[src/rtl/if_stage_if.sv]
// Bundle of the fetch-stage control, preload and IF/ID signals between the
// pipeline controller (master) and the fetch stage (slave).
interface if_stage_if #(
  parameter int unsigned DATA_W     = 16,
  parameter int unsigned IMEM_DEPTH = 64
);
  logic                          stall_i;
  logic                          flush_i;
  logic                          branch_taken_i;
  logic [DATA_W-1:0]             branch_target_i;
  logic                          imem_we_i;
  logic [$clog2(IMEM_DEPTH)-1:0] imem_waddr_i;
  logic [DATA_W-1:0]             imem_wdata_i;
  logic [DATA_W-1:0]             pc_o;
  logic [DATA_W-1:0]             if_id_pc_o;
  logic [DATA_W-1:0]             if_id_pc_plus2_o;
  logic [DATA_W-1:0]             if_id_instr_o;
  logic                          if_id_valid_o;
  logic [15:0]                   fetch_count_o;

  modport master (
    output stall_i, flush_i, branch_taken_i, branch_target_i,
           imem_we_i, imem_waddr_i, imem_wdata_i,
    input  pc_o, if_id_pc_o, if_id_pc_plus2_o, if_id_instr_o, if_id_valid_o, fetch_count_o
  );

  modport slave (
    input  stall_i, flush_i, branch_taken_i, branch_target_i,
           imem_we_i, imem_waddr_i, imem_wdata_i,
    output pc_o, if_id_pc_o, if_id_pc_plus2_o, if_id_instr_o, if_id_valid_o, fetch_count_o
  );
endinterface

[src/rtl/if_stage.sv]
// Instruction-fetch stage: PC register, local word-addressed instruction memory
// and the IF/ID pipeline register, with stall, flush and branch redirect.
module if_stage #(
  parameter int unsigned       DATA_W     = 16,
  parameter int unsigned       IMEM_DEPTH = 64,
  parameter logic [DATA_W-1:0] RESET_PC   = '0,
  parameter logic [DATA_W-1:0] NOP_INSTR  = '0
) (
  input logic         clk,
  input logic         rst,
  if_stage_if.slave   bus
);
  localparam int unsigned       AW       = $clog2(IMEM_DEPTH);
  localparam logic [DATA_W-2:0] LP_DEPTH = (DATA_W-1)'(IMEM_DEPTH);

  logic [DATA_W-1:0] r_mem [IMEM_DEPTH];
  logic [DATA_W-1:0] r_pc;
  logic [DATA_W-1:0] r_if_pc;
  logic [DATA_W-1:0] r_if_pc2;
  logic [DATA_W-1:0] r_if_instr;
  logic              r_if_valid;
  logic [15:0]       r_fetch_cnt;

  logic [DATA_W-2:0] w_idx;
  logic              w_in_range;
  logic [DATA_W-1:0] w_instr;
  logic [DATA_W-1:0] w_pc_plus2;
  logic [DATA_W-1:0] w_target;

  assign w_idx      = r_pc[DATA_W-1:1];
  assign w_in_range = (w_idx < LP_DEPTH);
  assign w_instr    = w_in_range ? r_mem[w_idx[AW-1:0]] : NOP_INSTR;
  assign w_pc_plus2 = r_pc + DATA_W'(2);
  // Redirects are forced to halfword alignment.
  assign w_target   = bus.branch_target_i & ~DATA_W'(1);

  // Memory is deliberately not reset so a preloaded program survives rst.
  always_ff @(posedge clk) begin
    if (bus.imem_we_i) begin
      r_mem[bus.imem_waddr_i] <= bus.imem_wdata_i;
    end
  end

  always_ff @(posedge clk or posedge rst) begin
    if (rst) begin
      r_pc        <= RESET_PC;
      r_if_pc     <= '0;
      r_if_pc2    <= '0;
      r_if_instr  <= NOP_INSTR;
      r_if_valid  <= 1'b0;
      r_fetch_cnt <= '0;
    end else if (bus.branch_taken_i) begin
      r_pc       <= w_target;
      r_if_pc    <= '0;
      r_if_pc2   <= '0;
      r_if_instr <= NOP_INSTR;
      r_if_valid <= 1'b0;
    end else if (bus.stall_i) begin
      // PC holds; a concurrent flush still squashes IF/ID.
      if (bus.flush_i) begin
        r_if_pc    <= '0;
        r_if_pc2   <= '0;
        r_if_instr <= NOP_INSTR;
        r_if_valid <= 1'b0;
      end
    end else if (bus.flush_i) begin
      r_pc       <= w_pc_plus2;
      r_if_pc    <= '0;
      r_if_pc2   <= '0;
      r_if_instr <= NOP_INSTR;
      r_if_valid <= 1'b0;
    end else begin
      r_pc       <= w_pc_plus2;
      r_if_pc    <= r_pc;
      r_if_pc2   <= w_pc_plus2;
      r_if_instr <= w_instr;
      r_if_valid <= w_in_range;
      if (w_in_range) begin
        r_fetch_cnt <= r_fetch_cnt + 16'd1;
      end
    end
  end

  assign bus.pc_o             = r_pc;
  assign bus.if_id_pc_o       = r_if_pc;
  assign bus.if_id_pc_plus2_o = r_if_pc2;
  assign bus.if_id_instr_o    = r_if_instr;
  assign bus.if_id_valid_o    = r_if_valid;
  assign bus.fetch_count_o    = r_fetch_cnt;
endmodule

[src/flat_wrapper.sv]
// flat-port wrapper written by rule: the top's interface ports become plain ports
module if_stage_flat 
#(
  parameter int unsigned       DATA_W     = 16,
  parameter int unsigned       IMEM_DEPTH = 64,
  parameter logic [DATA_W-1:0] RESET_PC   = '0,
  parameter logic [DATA_W-1:0] NOP_INSTR  = '0
)
  (clk, rst, bus_stall_i, bus_flush_i, bus_branch_taken_i, bus_branch_target_i, bus_imem_we_i, bus_imem_waddr_i, bus_imem_wdata_i, bus_pc_o, bus_if_id_pc_o, bus_if_id_pc_plus2_o, bus_if_id_instr_o, bus_if_id_valid_o, bus_fetch_count_o);
  if_stage_if #(.DATA_W(DATA_W), .IMEM_DEPTH(IMEM_DEPTH)) bus_i ();
  input logic clk;
  input logic rst;
  input wire logic [$bits(bus_i.stall_i)-1:0] bus_stall_i;
  input wire logic [$bits(bus_i.flush_i)-1:0] bus_flush_i;
  input wire logic [$bits(bus_i.branch_taken_i)-1:0] bus_branch_taken_i;
  input wire logic [$bits(bus_i.branch_target_i)-1:0] bus_branch_target_i;
  input wire logic [$bits(bus_i.imem_we_i)-1:0] bus_imem_we_i;
  input wire logic [$bits(bus_i.imem_waddr_i)-1:0] bus_imem_waddr_i;
  input wire logic [$bits(bus_i.imem_wdata_i)-1:0] bus_imem_wdata_i;
  output wire logic [$bits(bus_i.pc_o)-1:0] bus_pc_o;
  output wire logic [$bits(bus_i.if_id_pc_o)-1:0] bus_if_id_pc_o;
  output wire logic [$bits(bus_i.if_id_pc_plus2_o)-1:0] bus_if_id_pc_plus2_o;
  output wire logic [$bits(bus_i.if_id_instr_o)-1:0] bus_if_id_instr_o;
  output wire logic [$bits(bus_i.if_id_valid_o)-1:0] bus_if_id_valid_o;
  output wire logic [$bits(bus_i.fetch_count_o)-1:0] bus_fetch_count_o;
  assign bus_i.stall_i = bus_stall_i;
  assign bus_i.flush_i = bus_flush_i;
  assign bus_i.branch_taken_i = bus_branch_taken_i;
  assign bus_i.branch_target_i = bus_branch_target_i;
  assign bus_i.imem_we_i = bus_imem_we_i;
  assign bus_i.imem_waddr_i = bus_imem_waddr_i;
  assign bus_i.imem_wdata_i = bus_imem_wdata_i;
  assign bus_pc_o = bus_i.pc_o;
  assign bus_if_id_pc_o = bus_i.if_id_pc_o;
  assign bus_if_id_pc_plus2_o = bus_i.if_id_pc_plus2_o;
  assign bus_if_id_instr_o = bus_i.if_id_instr_o;
  assign bus_if_id_valid_o = bus_i.if_id_valid_o;
  assign bus_fetch_count_o = bus_i.fetch_count_o;
  if_stage #(.DATA_W(DATA_W), .IMEM_DEPTH(IMEM_DEPTH), .RESET_PC(RESET_PC), .NOP_INSTR(NOP_INSTR)) u_core (.clk(clk), .rst(rst), .bus(bus_i));
endmodule
[config.mk]
export PLATFORM = sky130hd
export DESIGN_NAME = if_stage_flat
export DESIGN_NICKNAME = d
export VERILOG_FILES = /design/src/rtl/if_stage_if.sv /design/src/rtl/if_stage.sv /design/src/flat_wrapper.sv
export SDC_FILE = /design/constraint.sdc
export NUM_CORES = 1
export LEC_CHECK = 0
export CAP_MARGIN = 40
export CORE_MARGIN = 5
export CORE_UTILIZATION = 35
export DETAILED_ROUTE_END_ITERATION = 7
export MAX_ROUTING_LAYER = met4
export PLACE_DENSITY = 0.49
export SETUP_SLACK_MARGIN = 0.05
export SLEW_MARGIN = 20
export SYNTH_ARGS = -nofsm -noshare
export SYNTH_HDL_FRONTEND = slang
export SYNTH_SLANG_ARGS = --single-unit
[constraint.sdc]
create_clock -name clk -period 2.1 [get_ports clk]
set_input_delay 0.21 -clock clk [delete_from_list [all_inputs] [get_ports clk]]
set_output_delay 0.21 -clock clk [all_outputs]
set_load 0.1 [all_outputs]
==> reports/results.tsv <==
stage	metric	value	unit
sta	max_freq	386	MHz
placed_design	dp.cells	4295	
status	violations	negative setup slack	
routing	drt_first_pass_iters	5	
floorplanning	die_w	363	µm
synthesis	synth_flop_cell	edfxtp_1	
synthesis	synth_fp_nets	2351	
finish	nFillCells	10500	
synthesis	avgSynthCellArea	18.9	µm²
routing	highest_layer	met4	
placed_design	place_hpwl	79900	µm
worst_setup_path	cp_max_fo	7	
clocking	cts_buffers	114	
floorplanning	fp-row-count	129	
clocking	path_clk_slew	0.06	ns
sta	fin_tns_setup	-9.02	ns
synthesis	synth_simple_gate_area_share	2.48	%
finish	layout_common_cells	edfxtp_1, buf_4, mux2i_1	
hold_path	min_path_type	input pin to flip-flop	
synthesis	ys_ff_latch	1103	
synthesis	synth_compound_area_share	5.94	%
finish	fin_nets	2897	
sta	finalMaxSlewViolations	0	
routing	totalWireLength	129000	µm
finish	finalNonFillerCells	4595	
power_and_ir_drop	leakagePower	19.7	nW
sta	rsz0062_at_grt	true	
clocking	insertion_delay	0.71	ns
clocking	clock-sinks	1103	
worst_setup_path	cp.arrival	3.23	ns
finish	seq_area	32800	µm²
synthesis	synth_xor_area_share	0.844	%
routing	drt-met1-wl	57400	µm
worst_setup_path	cpPeakStageDelay	0.52	ns
worst_setup_path	slowest_stage	dfrtp_4	
synthesis	synth_cells	2305	
routing	post_drt_wl_per_cell	28.0	µm
worst_setup_path	crit_type	flip-flop to flip-flop	
global_routing	grt_use_total	19.7	%
synthesis	synthArstFlopShare	7.16	%
clocking	cts-root-buf	clkbuf_16	
worst_setup_path	crit_required	2.74	ns
status	status	finished, violations left	
power_and_ir_drop	vdd_drop_max	0.000799	V
sta	worst_pin_slew	0.733	ns
power_and_ir_drop	finalPower	52.4	mW
routing	num_vias	24231	
synthesis	synthMuxAreaShare	13.4	%
clocking	clockBufferDepth	3	
finish	area_growth	29.2	%
routing	via_per_inst	5.27	
synthesis	synthAdderAreaFrac	0.0574	%
worst_setup_path	critPathLaunchType	flip-flop	
placed_design	portBuffers	122	
worst_setup_path	cp-end-kind	flip-flop	
worst_setup_path	r2r_slack	-0.49	ns
power_and_ir_drop	powerDensity	929	nW/µm²
global_routing	antenna_found_initial	4	
synthesis	ys_seq_area_share	75.1	%
clocking	cts_tree	yes	
sta	hold_viol_final	0	
finish	final_cell_area	56300	µm²
synthesis	netlist_area	43600	µm²
routing	drt_iter0_markers	2091	
sta	slew_headroom	51.2	%
floorplanning	die_area	132000	µm²
clocking	htreeDepth	3	
finish	multi_input_area	11300	µm²
finish	drive_above_1_share	35.0	%
sta	fin_worst_skew	0.0352	ns
synthesis	synth_edf_count	1024	
synthesis	yosysWarnings	0	
floorplanning	die_h	363	µm
worst_setup_path	crit_chain	buf_4, bufbuf_16, mux2i_1, a22o_1, a221oi_2, o22ai_1, buf_4, a2111oi_4, buf_4, a211o_1	
sta	fin_crit_sh	123	%
routing	met3_length	8150	µm
routing	route.met2.wl	60300	µm
sta	fin_ws	-0.492	ns
global_routing	grt-ovfl-total	0	
routing	ant_nets	0	
global_routing	grt_pass1_wl	183000	µm
floorplanning	start_util	35.2	%
global_routing	grt_pass1_vias	24600	
finish	layout_commonest_cell	edfxtp_1	
placed_design	postPlaceCellArea	49900	µm²
global_routing	grt_max_degree	65	
synthesis	synth_top_family_by_area	multiplexers	
job	maxCapViolCount	0	
placed_design	gp_congestion	0.831	
synthesis	ys_types	52	
routing	drc	0	
finish	final_util	45.5	%
sta	period_needed	2.59	ns
sta	setup_viol	35	
floorplanning	core-area	124000	µm²
floorplanning	io_pins	125	
worst_setup_path	path_common_cell	buf_4	
## layout make-up
cell class	count	share of cell area, %
Multi-Input combinational cell	1049	20.0
Tap cell	1637	3.64
Timing Repair Buffer	578	11.4
Sequential cell	1103	58.2
Clock buffer	142	5.45
Antenna cell	5	0.0222
Inverter	5	0.0400
Clock inverter	76	1.33
## logic make-up (layout without fill, tap and decap cells)
logic type / after synthesis / count (layout)
flip-flops: 1103 / 1103
AND/OR/NAND/NOR: 235 / 235
other: 1 / 6
buffers and inverters: 153 / 801
XOR/XNOR: 42 / 42
adder cells (fa/ha/maj): 2 / 2
multiplexers: 463 / 463
AO/OA/AOI/OAI: 306 / 306
## routing by layer
layer / up-vias / global-route usage [%]
met4: 0 / 4.63
li1: 10506 / -
met5: - / -
met1: 12794 / 27.6
met3: 158 / 3.02
met2: 773 / 30.7
## what timing repair did
action	4_1_cts	5_1_grt
cloned	13	5
hold buffers	5	1
pin swaps	59	72
gates resized for setup	204	102
endpoints found under the hold margin	33	2
setup endpoints to repair	53	51
buffers inserted	39	24
## critical path: cells and delay by family (launching register included)
| kind | cells | cell delay (ns) |
|---|---|---|
| muxes | 1 | 0.12 |
| AOI/OAI and AO/OA | 5 | 1.06 |
| buffers and inverters | 4 | 0.83 |
| DFF | 1 | 0.52 |
## synthesized netlist by cell type, types with 7 or more instances
cell type / count / area, µm²
a22oi_1: 32 / 240
nand3_1: 18 / 90.1
clkbuf_1: 56 / 210
o22ai_1: 32 / 200
a21oi_1: 29 / 145
nor2b_1: 27 / 169
a2111oi_0: 17 / 149
dfrtp_1: 79 / 1980
a2111oi_1: 8 / 80.1
buf_4: 22 / 165
nand2_1: 38 / 143
a221oi_2: 27 / 405
mux2i_1: 366 / 3660
edfxtp_1: 1024 / 30700
buf_1: 8 / 30.0
a221oi_1: 37 / 324
a2111oi_2: 7 / 105
xnor2_1: 26 / 228
a211o_1: 16 / 140
o21ai_0: 13 / 65.1
mux4_2: 96 / 2160
a22o_1: 64 / 561
buf_2: 27 / 135
nand4_1: 8 / 50.1
buf_6: 24 / 270
nor2_1: 112 / 420
a211oi_1: 19 / 143
xor2_1: 16 / 140
## stage by stage
step / hold WS [ns] / setup WS, ns
after floorplan: 0.309 / -0.158
after global placement: 0.466 / -1.48
after detailed placement: 0.472 / -0.952
after CTS: 0.0114 / -0.506
after global routing: 0.0262 / -0.551
final: 0.0246 / -0.492
## final timing paths
path / from / to / cells past startpoint
worst min-delay path: bus_imem_wdata_i[11] / u_core.r_mem[10][11] / 2
worst max register to register: u_core.bus.pc_o[2] / u_core.bus.if_id_instr_o[1] / 10
max in group asynchronous: rst / u_core.bus.fetch_count_o[7] / 4
min in group asynchronous: rst / u_core.bus.if_id_pc_o[6] / 3
worst max-delay path: u_core.bus.pc_o[2] / u_core.bus.if_id_instr_o[1] / 10
worst min register to register: u_core.bus.if_id_valid_o / u_core.bus.if_id_valid_o / 1
## flip-flops by register name (all words and copies together), names as in the netlist
name / count
u_core.bus.pc_o: 15
u_core.bus.if_id_pc_plus2_o: 15
u_core.bus.fetch_count_o: 16
u_core.bus.if_id_pc_o: 16
u_core.bus.if_id_instr_o: 16
u_core.r_mem: 1024
u_core.bus.if_id_valid_o: 1
## power breakdown
group,switching [mW],internal [mW]
Clock,8.50,12.0
Combinational,4.29,3.30
Sequential,0.0977,24.2
Total,12.9,39.5
Power figures use the tool's default switching activity.
